==> src/rtl/inst_fifo_dual.sv <==
// Dual-ported instruction queue between fetch and dual-issue decode.
// Accepts up to two entries per cycle, presents the two oldest as master/slave slots.
module inst_fifo_dual #(
  parameter int unsigned DEPTH = 16,
  parameter int unsigned AW    = $clog2(DEPTH)
) (
  input  logic          clk,
  input  logic          rst,
  input  logic          flush,
  input  logic          write_en1,
  input  logic          write_en2,
  input  logic [31:0]   write_pc1,
  input  logic [31:0]   write_pc2,
  input  logic [31:0]   write_inst1,
  input  logic [31:0]   write_inst2,
  input  logic          write_adel1,
  input  logic          write_adel2,
  input  logic          read_en1,
  input  logic          read_en2,
  output logic          full,
  output logic          empty,
  output logic [AW:0]   count,
  output logic          master_valid,
  output logic          slave_valid,
  output logic [31:0]   master_pc,
  output logic [31:0]   master_inst,
  output logic          master_adel,
  output logic [31:0]   slave_pc,
  output logic [31:0]   slave_inst,
  output logic          slave_adel
);

  typedef struct packed {
    logic [31:0] pc;
    logic [31:0] inst;
    logic        adel;
  } entry_t;

  entry_t        mem [DEPTH];
  logic [AW-1:0] head_q, tail_q;
  logic [AW:0]   count_q;
  logic [AW-1:0] head_p1, tail_p1;
  logic [1:0]    push_amt, pop_req;
  logic [AW:0]   pop_amt;
  entry_t        master_e, slave_e;

  assign head_p1 = head_q + AW'(1);
  assign tail_p1 = tail_q + AW'(1);

  assign count        = count_q;
  assign empty        = (count_q == '0);
  assign full         = (count_q > (AW+1)'(DEPTH - 2));
  assign master_valid = (count_q >= (AW+1)'(1));
  assign slave_valid  = (count_q >= (AW+1)'(2));

  always_comb begin
    push_amt = 2'd0;
    // A push while full is dropped as a whole; write_en2 alone is ignored.
    if (write_en1 && !full) begin
      push_amt = write_en2 ? 2'd2 : 2'd1;
    end
    pop_req = 2'd0;
    if (read_en1) begin
      pop_req = read_en2 ? 2'd2 : 2'd1;
    end
    pop_amt = ((AW+1)'(pop_req) > count_q) ? count_q : (AW+1)'(pop_req);
  end

  always_ff @(posedge clk) begin
    if (rst || flush) begin
      head_q  <= '0;
      tail_q  <= '0;
      count_q <= '0;
    end else begin
      head_q  <= head_q + AW'(pop_amt);
      tail_q  <= tail_q + AW'(push_amt);
      count_q <= count_q + (AW+1)'(push_amt) - pop_amt;
    end
  end

  // Storage is intentionally not cleared; validity comes from count alone.
  always_ff @(posedge clk) begin
    if (!rst && !flush && push_amt != 2'd0) begin
      mem[tail_q] <= '{pc: write_pc1, inst: write_inst1, adel: write_adel1};
      if (push_amt == 2'd2) begin
        mem[tail_p1] <= '{pc: write_pc2, inst: write_inst2, adel: write_adel2};
      end
    end
  end

  always_comb begin
    master_e = master_valid ? mem[head_q]  : '0;
    slave_e  = slave_valid  ? mem[head_p1] : '0;
  end

  assign master_pc   = master_e.pc;
  assign master_inst = master_e.inst;
  assign master_adel = master_e.adel;
  assign slave_pc    = slave_e.pc;
  assign slave_inst  = slave_e.inst;
  assign slave_adel  = slave_e.adel;

endmodule

==> config.mk <==
export PLATFORM = sky130hd
export DESIGN_NAME = inst_fifo_dual
export DESIGN_NICKNAME = d
export VERILOG_FILES = /design/src/rtl/inst_fifo_dual.sv
export SDC_FILE = /design/constraint.sdc
export NUM_CORES = 2
export LEC_CHECK = 0
export BUFFER_PORTS_ARGS = -buffer_cell sky130_fd_sc_hd__buf_4
export CORE_ASPECT_RATIO = 0.5
export CORE_UTILIZATION = 41
export CTS_CLUSTER_DIAMETER = 30
export DETAILED_ROUTE_END_ITERATION = 8
export GPL_ROUTABILITY_DRIVEN = 0
export PLACE_DENSITY = 0.68
export SYNTH_ARGS = -nofsm -noshare
export SYNTH_HDL_FRONTEND = slang
export SYNTH_SLANG_ARGS = --single-unit
==> constraint.sdc <==
create_clock -name clk -period 18.1 [get_ports clk]
set_input_delay 0.905 -clock clk [delete_from_list [all_inputs] [get_ports clk]]
set_output_delay 0.905 -clock clk [all_outputs]
set_load 0.1 [all_outputs]
==> metrics.cfg <==
[status]
status=completed

[detailed_routing]
ant_nets=0
first_iter_violations=4805
num_vias=38266
wl_per_cell_um=33.6
met3_length_mm=18.3
wl_mm=198
routed-wl-met2_mm=95.2
post_drt_via_cell_ratio=6.49
dr.max_layer_used=met5
wl_met1_mm=77.8
drc=0
first_pass_iters=5

[finish]
most-common-layout-cells=1093 x mux2_2, 1040 x edfxtp_1, 518 x mux4_2
area_delta_synth_final_pct=16.1
finalNonFillerCells=5896
layout_commonest_cell=mux2_2
drive_gt1_frac=0.588
layout.nets=3900

[cts]
postCtsSetupBuffers=0
clk_path_buf_depth=3
path_clk_slew_ps=50
htreeDepth=4
cts-buffers-inserted=184
cts_tree=yes
cts_root_buf=clkbuf_16
insertion_delay_ps=790
holdBufCountCts=0
post_cts_resized=0
cts.sinks=1053

[global_routing]
antenna_found_initial=11
grt-ovfl-total=0
groute.usage.overall=0.258
grt_pass1_wl_mm=281
first_global_vias=39179
grt_max_degree=157

[setup_path]
r2r_slack_ps=13590
crit_arrival_ps=5450
critPathLaunchType=flip-flop
crit_type=flip-flop to output pin
reg2reg_from=count[0]
timing.rr.end=mem[10][16]
cp-end-kind=output pin
worstRegToRegCells=6
cp-endpoint=slave_pc[22]
cp-startpoint=head_q[1]
cp.required_ps=17190
path_max_fanout=156

[timing]
clock_skew_ps=29.3
fmax_mhz=157
finalHoldViolCount=0
slew_viol_final=0
tns_ps=0
fin_crit_sh=0.351
hold_ws_ps=537
worstMarginPinSlew_ps=1230
fin_crit_ps=6360
max_slew_margin=0.174
layout_setup_ws_ps=11740
setup_violations=0
rsz0062_at_grt=no

[synthesis]
synth-edff-count=1040
synthesis.area_um2=61500
syn_inst=3640
synthArstFlopShare=0
synth-warning-count=0
syn_nets=3794
ys.flop_type=edfxtp_1
ys_ff_latch=1053
synth_cell_types=43
ys_seq_area_frac=0.512
syn_area_per_cell_um2=16.9

[floorplan]
row_count=100
dieHeight_um=276
coreArea_um2=149000
io_pins=276
die_w_um=550
start_util=0.413
die_area_um2=152000

[flow_run]
maxCapViolCount=0

[power]
ir_worst_vdd_v=0.000123
p_leak_nw=23.0
power_density_nw_per_um2=129

[placement]
io_buffers=275
place_ws_ps=12530
dpl.hpwl_mm=107
dp.cells=5549

[hold_path]
holdCritPathClass=input port to flip-flop

## report_power, final
part / leakage (nW) / internal (mW) / switching [mW]
Combinational: 10.5 / 0.733 / 2.18
Clock: 3.05 / 2.29 / 1.26
Sequential: 9.47 / 2.70 / 0.0299
## sequential cells by signal, indices dropped and copies added, names as in the netlist
name,count
count,5
head_q,4
mem,1040
tail_q,4
## final cells by class
type	instances	area [µm²]
Clock inverter	139	1510
Multi-Input combinational cell	2144	28300
Fill cell	12259	77400
Inverter	12	47.5
Antenna cell	6	15.0
Clock buffer	202	4800
Timing Repair Buffer	351	2690
Tap cell	1989	2490
Sequential cell	1053	31500
## worst max-delay path, stage by stage, from the launching register on
cell	delay, ps
dfxtp_4	900
ha_4	730
buf_12	710
buf_4	880
mux4_2	370
mux2i_1	70
o22ai_1	420
buf_4	380
## kinds of logic after synthesis
group,after synthesis,synth area share
xor gates and xnor gates,10,0.00142
and+or+nand+nor,73,0.00663
DFF,1053,0.512
buffers and inverters,443,0.0316
other,1,0.0000610
adders and majority gates,17,0.00395
muxes,1821,0.424
AOI/OAI and AO/OA,222,0.0198
## layer usage
layer  vias up  GRT usage
li1      15310          -
met1     20291      0.343
met2      2257      0.421
met3       402     0.0473
met4         6      0.102
met5         -          0
## synthesized netlist by cell type, drive strengths merged, types with 13 or more instances
library cell  count  area, µm²
mux2i           199       1990
buf             171        923
ha               13        163
clkbuf          260        977
dfxtp            13        260
o22ai            65        407
o21ai            81        405
nand2            16       60.1
edfxtp         1040      31200
nor2             13       48.8
mux4            518      11700
a21oi            68        340
mux2           1104      12400
## worst min path at each step
stage                        startpoint         end  slack [ps]  cells after the start
after floorplan               tail_q[0]   tail_q[0]         550                      2
after global placement        tail_q[3]   tail_q[3]         660                      2
after detailed placement      tail_q[3]   tail_q[3]         670                      2
after CTS                 write_pc1[26]  mem[4][59]         490                      2
after global routing      write_pc1[26]  mem[4][59]         530                      2
final                     write_pc1[26]  mem[4][59]         540                      2
## per-stage QoR
stage | instance area [µm²] | utilization | total power [mW]
after floorplan | 61500 | - | 4.94
after global placement | 65100 | 0.437 | 5.66
after detailed placement | 65100 | 0.437 | 5.68
after CTS | 71400 | 0.480 | 9.22
after global routing | 71400 | 0.480 | 9.40
final | 71400 | 0.480 | 9.20
(Power assumes the default switching activity.)
